## config.mk

```make
export PLATFORM = sky130hd
export DESIGN_NAME = retro_catc_multi_flat
export DESIGN_NICKNAME = d
export VERILOG_FILES = /design/src/rtl/retro_catc_pkg.sv /design/src/rtl/retro_catc_if.sv /design/src/rtl/retro_catc_chdiv.sv /design/src/rtl/retro_catc_multi.sv /design/src/flat_wrapper.sv
export SDC_FILE = /design/constraint.sdc
export NUM_CORES = 1
export LEC_CHECK = 0
export ABC_CLOCK_PERIOD_IN_PS = 2800
export BUFFER_PORTS_ARGS = -buffer_cell sky130_fd_sc_hd__buf_4
export CORE_MARGIN = 3
export CORE_UTILIZATION = 35
export DETAILED_ROUTE_END_ITERATION = 12
export GPL_TIMING_DRIVEN = 0
export MAX_ROUTING_LAYER = met4
export PLACE_DENSITY = 0.6
export SETUP_SLACK_MARGIN = 0.4
export SLEW_MARGIN = 20
export SYNTH_ARGS = -nofsm -noshare
export SYNTH_HDL_FRONTEND = slang
export SYNTH_SLANG_ARGS = --single-unit
```

## constraint.sdc

```tcl
create_clock -name clk_i -period 2.8 [get_ports clk_i]
set_clock_uncertainty 0.15 [all_clocks]
set_input_delay 0.28 -clock clk_i [delete_from_list [all_inputs] [get_ports clk_i]]
set_output_delay 0.28 -clock clk_i [all_outputs]
set_load 0.01 [all_outputs]
```

## src/rtl/retro_catc_pkg.sv

```systemverilog
// retro_catc_pkg: shared FSM state type and elaboration-time rate helpers
//   nco_inc   : phase increment = round(rf * 2^bits / core)
//   catch_div : minimum cycles between catch-up ticks = max(1, core / (factor * rf))
package retro_catc_pkg;
  typedef enum logic [1:0] {RUN, CATCHUP, STALL} state_e;
  function automatic longint unsigned nco_inc(longint unsigned core, longint unsigned rf, int unsigned bits);
    return ((rf << bits) + core / 2) / core;
  endfunction
  function automatic int unsigned catch_div(longint unsigned core, longint unsigned rf, longint unsigned factor);
    longint unsigned d;
    d = core / (factor * rf);
    return (d == 0) ? 32'd1 : 32'(d);
  endfunction
endpackage

```

## src/rtl/retro_catc_if.sv

```systemverilog
// retro_catc_if: control/status bundle between the timing controller and its host
//   clk_en, stall, clear_overflow, channel_run : host -> controller
//   clk_en_out, master_tick, catching_up, debt, overflow : controller -> host
interface retro_catc_if #(
  parameter int Channels = 2,
  parameter int DebtBits = 16
);
  logic                clk_en;
  logic                stall;
  logic                clear_overflow;
  logic [Channels-1:0] channel_run;
  logic [Channels-1:0] clk_en_out;
  logic                master_tick;
  logic                catching_up;
  logic [DebtBits-1:0] debt;
  logic                overflow;
  modport master (
    output clk_en, stall, clear_overflow, channel_run,
    input  clk_en_out, master_tick, catching_up, debt, overflow
  );
  modport slave (
    input  clk_en, stall, clear_overflow, channel_run,
    output clk_en_out, master_tick, catching_up, debt, overflow
  );
endinterface

```

## src/rtl/retro_catc_chdiv.sv

```systemverilog
// retro_catc_chdiv: per-channel master-tick divider producing one clock-enable
//   clk_i, rst_ni : clock, async active-low reset (counter loads Phase)
//   tick_i        : master tick (already gated by the global pause)
//   run_i         : output gate; the counter keeps running while gated
//   en_o          : clock-enable pulse on every Div-th master tick
module retro_catc_chdiv #(
  parameter int unsigned Div   = 1,
  parameter int unsigned Phase = 0
) (
  input  logic clk_i,
  input  logic rst_ni,
  input  logic tick_i,
  input  logic run_i,
  output logic en_o
);
  localparam int unsigned W = Div > 1 ? $clog2(Div) : 1;
  localparam logic [W-1:0] Last = W'(Div - 1);
  logic [W-1:0] cnt_q, cnt_d;
  assign cnt_d = (cnt_q == Last) ? '0 : cnt_q + 1'b1;
  always_ff @(posedge clk_i or negedge rst_ni)
    if (!rst_ni) cnt_q <= W'(Phase);
    else if (tick_i) cnt_q <= cnt_d;
  assign en_o = tick_i & run_i & (cnt_q == Last);
endmodule

```

## src/rtl/retro_catc_multi.sv

```systemverilog
// retro_catc_multi: NCO reference tick with stall debt and catch-up, fanned out to channel dividers
//   clk_i, rst_ni : core clock, async active-low reset
//   bus (slave)   : pause/stall/overflow-clear/channel gates in; enables, master tick, debt status out
module retro_catc_multi
  import retro_catc_pkg::*;
#(
  parameter int unsigned     Channels       = 2,
  parameter longint unsigned CoreClock      = 200000000,
  parameter longint unsigned ReferenceClock = 21477272,
  parameter longint unsigned ClockFactor    = 2,
  parameter int unsigned     PhaseBits      = 32,
  parameter int unsigned     DebtBits       = 16,
  parameter int unsigned     ChannelDiv   [Channels] = '{12, 4},
  parameter int unsigned     ChannelPhase [Channels] = '{0, 0}
) (
  input logic clk_i,
  input logic rst_ni,
  retro_catc_if.slave bus
);
  localparam logic [PhaseBits-1:0] Inc = PhaseBits'(nco_inc(CoreClock, ReferenceClock, PhaseBits));
  localparam int unsigned CatchDiv = catch_div(CoreClock, ReferenceClock, ClockFactor);
  localparam int unsigned GapBits = CatchDiv > 1 ? $clog2(CatchDiv) : 1;
  localparam logic [GapBits-1:0] GapLoad = GapBits'(CatchDiv - 1);
  localparam logic [DebtBits-1:0] DebtMax = '1;

  state_e               state_q, state_d;
  logic [PhaseBits-1:0] acc_q, acc_d;
  logic                 ref_q, ref_d;
  logic [GapBits-1:0]   gap_q, gap_d;
  logic [DebtBits-1:0]  debt_q, debt_d;
  logic                 ovf_q, ovf_d;
  logic                 gap0, mt, up, dn, sat;
  logic [Channels-1:0]  en;

  // Carry-out of the phase accumulator is the drift-free reference tick.
  assign {ref_d, acc_d} = {1'b0, acc_q} + {1'b0, Inc};
  assign gap0 = gap_q == '0;

  always_ff @(posedge clk_i or negedge rst_ni)
    if (!rst_ni) state_q <= RUN;
    else if (bus.clk_en) state_q <= state_d;

  always_comb begin
    state_d = state_q;
    case (state_q)
      RUN:     if (up) state_d = bus.stall ? STALL : CATCHUP;
      CATCHUP: state_d = bus.stall ? STALL : (debt_d == '0 ? RUN : CATCHUP);
      STALL:   if (!bus.stall) state_d = (debt_d == '0) ? RUN : CATCHUP;
      default: state_d = RUN;
    endcase
  end

  // A reference tick that is not emitted becomes debt; an emitted tick
  // without a reference tick repays one. Both together cancel out.
  always_comb begin
    mt = 1'b0;
    if (bus.clk_en) mt = (state_q == RUN) ? ref_q & ~bus.stall & gap0 :
                         (state_q == CATCHUP) ? ~bus.stall & gap0 : 1'b0;
    up = ref_q & ~mt;
    dn = mt & ~ref_q;
    sat = up & (debt_q == DebtMax);
    debt_d = sat ? debt_q : up ? debt_q + 1'b1 : dn ? debt_q - 1'b1 : debt_q;
    ovf_d = ~bus.clear_overflow & (ovf_q | sat);
    gap_d = mt ? GapLoad : (gap0 ? gap_q : gap_q - 1'b1);
  end

  always_ff @(posedge clk_i or negedge rst_ni)
    if (!rst_ni) begin
      acc_q  <= '0;
      ref_q  <= 1'b0;
      gap_q  <= '0;
      debt_q <= '0;
      ovf_q  <= 1'b0;
    end else if (bus.clk_en) begin
      acc_q  <= acc_d;
      ref_q  <= ref_d;
      gap_q  <= gap_d;
      debt_q <= debt_d;
      ovf_q  <= ovf_d;
    end

  for (genvar c = 0; c < Channels; c++) begin : g_ch
    retro_catc_chdiv #(.Div(ChannelDiv[c]), .Phase(ChannelPhase[c])) u_div (
      .clk_i  (clk_i),
      .rst_ni (rst_ni),
      .tick_i (mt),
      .run_i  (bus.channel_run[c]),
      .en_o   (en[c])
    );
  end

  assign bus.clk_en_out  = en;
  assign bus.master_tick = mt;
  assign bus.catching_up = debt_q != '0;
  assign bus.debt        = debt_q;
  assign bus.overflow    = ovf_q;
endmodule
```

## src/flat_wrapper.sv

```systemverilog
// flat-port wrapper written by rule: the top's interface ports become plain ports
module retro_catc_multi_flat import retro_catc_pkg::*;
#(
  parameter int unsigned     Channels       = 2,
  parameter longint unsigned CoreClock      = 200000000,
  parameter longint unsigned ReferenceClock = 21477272,
  parameter longint unsigned ClockFactor    = 2,
  parameter int unsigned     PhaseBits      = 32,
  parameter int unsigned     DebtBits       = 16,
  parameter int unsigned     ChannelDiv   [Channels] = '{12, 4},
  parameter int unsigned     ChannelPhase [Channels] = '{0, 0}
)
  (clk_i, rst_ni, bus_clk_en, bus_stall, bus_clear_overflow, bus_channel_run, bus_clk_en_out, bus_master_tick, bus_catching_up, bus_debt, bus_overflow);
  retro_catc_if #(.Channels(Channels), .DebtBits(DebtBits)) bus_i ();
  input logic clk_i;
  input logic rst_ni;
  input wire logic [$bits(bus_i.clk_en)-1:0] bus_clk_en;
  input wire logic [$bits(bus_i.stall)-1:0] bus_stall;
  input wire logic [$bits(bus_i.clear_overflow)-1:0] bus_clear_overflow;
  input wire logic [$bits(bus_i.channel_run)-1:0] bus_channel_run;
  output wire logic [$bits(bus_i.clk_en_out)-1:0] bus_clk_en_out;
  output wire logic [$bits(bus_i.master_tick)-1:0] bus_master_tick;
  output wire logic [$bits(bus_i.catching_up)-1:0] bus_catching_up;
  output wire logic [$bits(bus_i.debt)-1:0] bus_debt;
  output wire logic [$bits(bus_i.overflow)-1:0] bus_overflow;
  assign bus_i.clk_en = bus_clk_en;
  assign bus_i.stall = bus_stall;
  assign bus_i.clear_overflow = bus_clear_overflow;
  assign bus_i.channel_run = bus_channel_run;
  assign bus_clk_en_out = bus_i.clk_en_out;
  assign bus_master_tick = bus_i.master_tick;
  assign bus_catching_up = bus_i.catching_up;
  assign bus_debt = bus_i.debt;
  assign bus_overflow = bus_i.overflow;
  retro_catc_multi #(.Channels(Channels), .CoreClock(CoreClock), .ReferenceClock(ReferenceClock), .ClockFactor(ClockFactor), .PhaseBits(PhaseBits), .DebtBits(DebtBits), .ChannelDiv(ChannelDiv), .ChannelPhase(ChannelPhase)) u_core (.clk_i(clk_i), .rst_ni(rst_ni), .bus(bus_i));
endmodule
```

* After elaboration in Yosys (flattened, before gate mapping)
Index checks and enable logic that the tools add are counted.
Storage, ports and cells: register bits after elaboration 60, input port bits 7, output and inout port bits 21, word-level logic and storage cells 60
Cells by class: add/sub/neg operators 6, eq/ne operators 8, muxes and demuxes 16, bitwise logic cells 16, reductions and logical operators 6
Operator list (number):
- $mux 16 | 3
- $add 32x29->33 const B | 1
- $add 16x1->16 const B | 1
- $eq 16x16->1 const B | 1
- $logic_not 16->1 | 1
- $reduce_bool 16->1 | 1
- $sub 16x1->16 const B | 1
- $mux 2 | 7
- $and 1x1->1 | 11
- $pmux 2 s3 | 1
- $add 4x1->4 const B | 1
- $eq 2x2->1 const B | 2
- $eq 4x4->1 const B | 1
- $logic_not 2->1 | 2
- $mux 1 | 4
- $mux 4 | 1
- $ne 2x2->1 const B | 2
- $not 1->1 | 4
- $reduce_and 3->1 | 1
- $add 2x1->2 const B | 1
- $eq 2x1->1 const B | 1
- $ne 2x1->1 const B | 1
- $reduce_and 2->1 | 1
- $sub 2x1->2 const B | 1
- $or 1x1->1 | 1

* Longest topological paths before layout
depth after elaboration 13, mapped depth 12, depth with buffers taken out 10

* Hierarchy
A second synthesis with hierarchy kept.
Second synthesis, totals: cell total of the unflattened synthesis 364, area total of the unflattened synthesis 3402.0 µm²
Modules (own cells, without submodules):
- retro_catc_multi | instances 1, cells each 337, area an instance 3095.5 µm²
- retro_catc_chdiv (u_core.g_ch[0].u_div) | instances 1, cells each 20, area an instance 210.2 µm²
- retro_catc_chdiv (u_core.g_ch[1].u_div) | instances 1, cells each 7, area an instance 96.3 µm²

* Worst setup path after synthesis
No wires, ideal clock.
path type register -> register, start point register u_core.debt_q[1] (netlist: u_core.bus.debt[1]), end point register u_core.state_q[0], setup time 0.145 ns, data arrival time 2.745 ns, slack -0.241 ns, cell stages (with the launch flop) 10, path buffers 0, clock period less this slack 3.041 ns, cell sequence dfrtp_1 ha_1 nand2_1 or2_1 nor4_4 nor2_2 mux2_1 or4b_1 o32ai_1 o221ai_1
Between the ends: cells in the longest elaborated chain, start to end 8, elaborated cells on any way between the ends 12, classes of those cells add/sub: 2; eq/ne: 1; mux: 7; bitwise: 1; reduce/logical: 1
RTL lines:
- from (decl) | line retro_catc_multi.sv:30 | logic [DebtBits-1:0] debt_q, debt_d;
- from (signal assigned) | line retro_catc_multi.sv:78 | debt_q <= debt_d;
- $sub 16x1->16 | line retro_catc_multi.sv:62 | debt_d = sat ? debt_q : up ? debt_q + 1'b1 : dn ? debt_q - 1'b1 : debt_q;
- $mux 16 (2 in a row) | line retro_catc_multi.sv:62
- $mux 16 * | line retro_catc_multi.sv:62
- $logic_not 16->1 * | line retro_catc_multi.sv:47, retro_catc_multi.sv:48
- $mux 1 * | line retro_catc_multi.sv:47, retro_catc_multi.sv:48
- $mux 2 (on tied branches) | line retro_catc_multi.sv:48, retro_catc_multi.sv:47
- $pmux 2 s3 * | line retro_catc_multi.sv:45 | case (state_q)
- to (signal assigned) | line retro_catc_multi.sv:41 | else if (bus.clk_en) state_q <= state_d;
- to (decl) | line retro_catc_multi.sv:26 | state_e state_q, state_d;
Every way passes the cells marked *; elsewhere a longest branch is shown, timed or not. The select of a mux whose other input is x is not followed. A chain may end at the register's enable or synchronous reset.

* Worst setup path in the final report
start point register u_core.gap_q[0], end point register u_core.state_q[0]
Between the ends: cells in the longest elaborated chain, start to end 13, elaborated cells on any way between the ends 20, classes of those cells eq/ne: 1; mux: 10; bitwise: 6; reduce/logical: 3
RTL lines:
- from (decl) | line retro_catc_multi.sv:29 | logic [GapBits-1:0] gap_q, gap_d;
- from (signal assigned) | line retro_catc_multi.sv:77 | gap_q <= gap_d;
- $logic_not 2->1 * | line retro_catc_multi.sv:37 | assign gap0 = gap_q == '0;
- $and 1x1->1 | line retro_catc_multi.sv:58 | (state_q == CATCHUP) ? ~bus.stall & gap0 : 1'b0;
- $mux 1 | line retro_catc_multi.sv:58
- $mux 1 * (2 in a row) | line retro_catc_multi.sv:57 | if (bus.clk_en) mt = (state_q == RUN) ? ref_q & ~bus.stall & gap0 :
- $and 1x1->1 / $not 1->1 (equally long branches) | line retro_catc_multi.sv:60, retro_catc_multi.sv:59
- $mux 16 / $and 1x1->1 (equally long branches) | line retro_catc_multi.sv:62, retro_catc_multi.sv:59
- $mux 16 / $and 1x1->1 (equally long branches) | line retro_catc_multi.sv:62, retro_catc_multi.sv:61
- $mux 16 | line retro_catc_multi.sv:62
- $logic_not 16->1 | line retro_catc_multi.sv:47, retro_catc_multi.sv:48
- $mux 1 | line retro_catc_multi.sv:47, retro_catc_multi.sv:48
- $mux 2 (on tied branches) | line retro_catc_multi.sv:48, retro_catc_multi.sv:47
- $pmux 2 s3 | line retro_catc_multi.sv:45
Marked as above.

==> results.json <==
{
  "status": "finished with violations",
  "violations": "setup timing",
  "worstPathMaxFanout": 4,
  "n_antenna_cell": 0,
  "timing.final.crit_share": 1.07,
  "hold_viol_final": 0,
  "setup_viol": 1,
  "core-area_sq_mm": 0.00982,
  "root_buffer": "clkbuf_8",
  "async_reset_ff_frac": 1.00,
  "synth_area_leaders": "dfrtp_1 (40%), xnor2_1 (7.2%), nand2_1 (4.8%), xor2_1 (4.0%), nor2_1 (3.5%)",
  "cp-end-kind": "flip-flop",
  "io_pins": 28,
  "fin_ws_ns": -0.188,
  "critical_path_class": "flip-flop to flip-flop",
  "fillers": 962,
  "clock-sinks": 57,
  "grt_max_degree": 58,
  "final_net_count": 490,
  "layout-drive-gt1-share": 0.332,
  "synthesis.nets": 412,
  "path_cells": "inv_2, ha_4, and4bb_2, buf_6, nand4_1, o31a_1, nor2_2, mux2_4, or4b_4, o32ai_2, o221ai_1",
  "maxCapViolCount": 0,
  "synth_area_sq_mm": 0.00354,
  "rsz0062_at_grt": "yes",
  "grt_usage": 0.166,
  "drc": 0,
  "die_area_sq_mm": 0.0113,
  "synth.most_common_cell": "dfrtp_1",
  "path_buf_inv": 2,
  "relSlewSlack": 0.496,
  "antenna_found_initial": 0,
  "yosys.area.top_type_share": 0.403,
  "num_rows": 36,
  "drt-pass1-iter-count": 6,
  "ant_nets": 0,
  "grt_pass1_vias": 2975,
  "cp.arrival_ns": 3.03,
  "drtIter0Drc": 201,
  "synth_edf_count": 0,
  "power.density_mw_per_mm2": 899,
  "cts_buffers": 9,
  "vias": 3200,
  "yosysTopAreaCell": "dfrtp_1",
  "worstHoldPathType": "input pin to flip-flop",
  "whs_ns": 0.0878,
  "synth.distinct_cells": 60,
  "crit_required_ns": 2.85,
  "fmax_mhz": 335,
  "chipHeight_um": 107,
  "path_clk_slew_ns": 0.07,
  "start_util": 0.360,
  "slowest_delay_ns": 0.52,
  "slew_viol_final": 0,
  "io_buffer_count": 27,
  "ys_warn_count": 0,
  "grt-ovfl-total": 0,
  "hpwl_um": 5810,
  "cp_top_family": "simple AND/OR/NAND/NOR gates",
  "die_w_um": 107,
  "routed_wirelength_um": 9050,
  "synth_common_cells": "dfrtp_1 (57), nand2_1 (45), nor2_1 (33)",
  "synthCells": 399,
  "synth_ff_type": "dfrtp_1",
  "clk_path_buf_depth": 2,
  "grt_pass1_wl_um": 14600,
  "detail_route.vias_per_cell": 5.20,
  "avgSynthCellArea_sq_um": 8.87,
  "max_slew.worst_pin.slew_ns": 0.757,
  "fin_crit_ns": 2.99,
  "avgRoutedWirePerCell_um": 14.7,
  "cts_max_level": 3,
  "p_leak_nw": 2.01,
  "clkLatencyLatePin_ns": 0.34,
  "yosysSeqAreaShare": 0.403,
  "worstSetupStartpointType": "flip-flop",
  "setup_tns_ns": -0.188,
  "cts_tree": "yes",
  "gp_congestion": 0.891,
  "area_delta_synth_final_pct": 35.4,
  "peakVddDrop_mv": 0.395,
  "synth-seq-cells": 57,
  "slowest_stage": "or4b_4"
}
logic make-up after synthesis:
family / synth area share
AO/OA/AOI/OAI: 0.142
XOR/XNOR: 0.111
adder cells (fa/ha/maj): 0.0212
buffers and inverters: 0.0509
flip-flops: 0.403
multiplexers: 0.0216
AND/OR/NAND/NOR: 0.250
cell type report:
class                      instances  area, sq um  area share
inverter                          16         67.6      0.0141
buffer                            24          171      0.0358
timing repair buffer              67          534       0.112
sequential                        57         1430       0.299
multi-input combinational        302         2210       0.462
clock inverter                     4         51.3      0.0107
clock buffer                      12          155      0.0324
tap                              133          166      0.0348
layout by cell type (no fill, tap or decap), drive strengths merged, types with 18 or more instances in the layout:
cell type and count:
o21ai 19, xnor2 29, a21oi 24, buf 79, dfrtp 57, clkbuf 22
nand2 45, nor2 34, nor3 18
state kept, by name, indices dropped and copies added, names as in the netlist:
register                 flops
u_core.acc_q                29
u_core.bus.debt             16
u_core.bus.overflow          1
u_core.g_ch.u_div.cnt_q      6
u_core.gap_q                 2
u_core.ref_q                 1
u_core.state_q               2
where the power goes:
| group | internal, mW | switching [mW] | total, mW |
|---|---|---|---|
| Combinational | 0.930 | 1.05 | 1.98 |
| Clock | 0.460 | 0.353 | 0.812 |
| Sequential | 1.18 | 0.330 | 1.51 |
| Total | 2.57 | 1.74 | 4.30 |
path summary, 6_finish.rpt:
path                       depth (start not counted)                              to                         start  slack, ns
max in group asynchronous                          2  u_core.bus.debt[1]$_DFFE_PN0P_                        rst_ni       1.56
setup / recovery                                  11   u_core.state_q[0]$_DFFE_PN0P_   u_core.gap_q[0]$_DFFE_PN0P_      -0.19
hold reg to reg                                    1    u_core.acc_q[22]$_DFFE_PN0P_  u_core.acc_q[22]$_DFFE_PN0P_       0.31
min in group asynchronous                          2  u_core.bus.debt[8]$_DFFE_PN0P_                        rst_ni       0.39
setup reg to reg                                  11   u_core.state_q[0]$_DFFE_PN0P_   u_core.gap_q[0]$_DFFE_PN0P_      -0.19
hold / removal                                     3   u_core.state_q[1]$_DFFE_PN0P_                     bus_stall       0.09
routing by layer:
layer | routed length (um) | GRT usage
met2 | 4330 | 0.256
met4 | 130 | 0.0703
met3 | 374 | 0.0346
met5 | 0 | -
met1 | 4210 | 0.214
what timing repair did:
item                                   in CTS  in global routing
endpoints found under the hold margin      58                  0
hold buffers                                2                  0
gates cloned                                0                  0
buffers inserted                           12                 26
setup endpoints to repair                  25                 25
resized for setup                          30                 60
pin swaps                                   4                 16
per-stage QoR:
step,cells,total power [mW],setup WS (ns),util,instance area (sq um)
final,615,4.30,-0.188,0.488,4790
after global routing,615,4.64,-0.298,0.488,4790
after CTS,589,4.10,-0.181,0.446,4380
after detailed placement,559,3.12,-0.612,0.402,3950
after global placement,559,3.07,-0.613,0.402,3950
after floorplan,399,2.68,-0.104,-,3580
worst reg2reg max path, delay by kind of cell, from the launching register on:
family                   cells  cell delay [ns]
AO/OA/AOI/OAI                3             0.68
adder cells (fa/ha/maj)      1             0.13
buffers and inverters        2             0.17
flip-flops                   1             0.39
multiplexers                 1             0.32
AND/OR/NAND/NOR              4             1.01
Power figures use the tool's default switching activity.
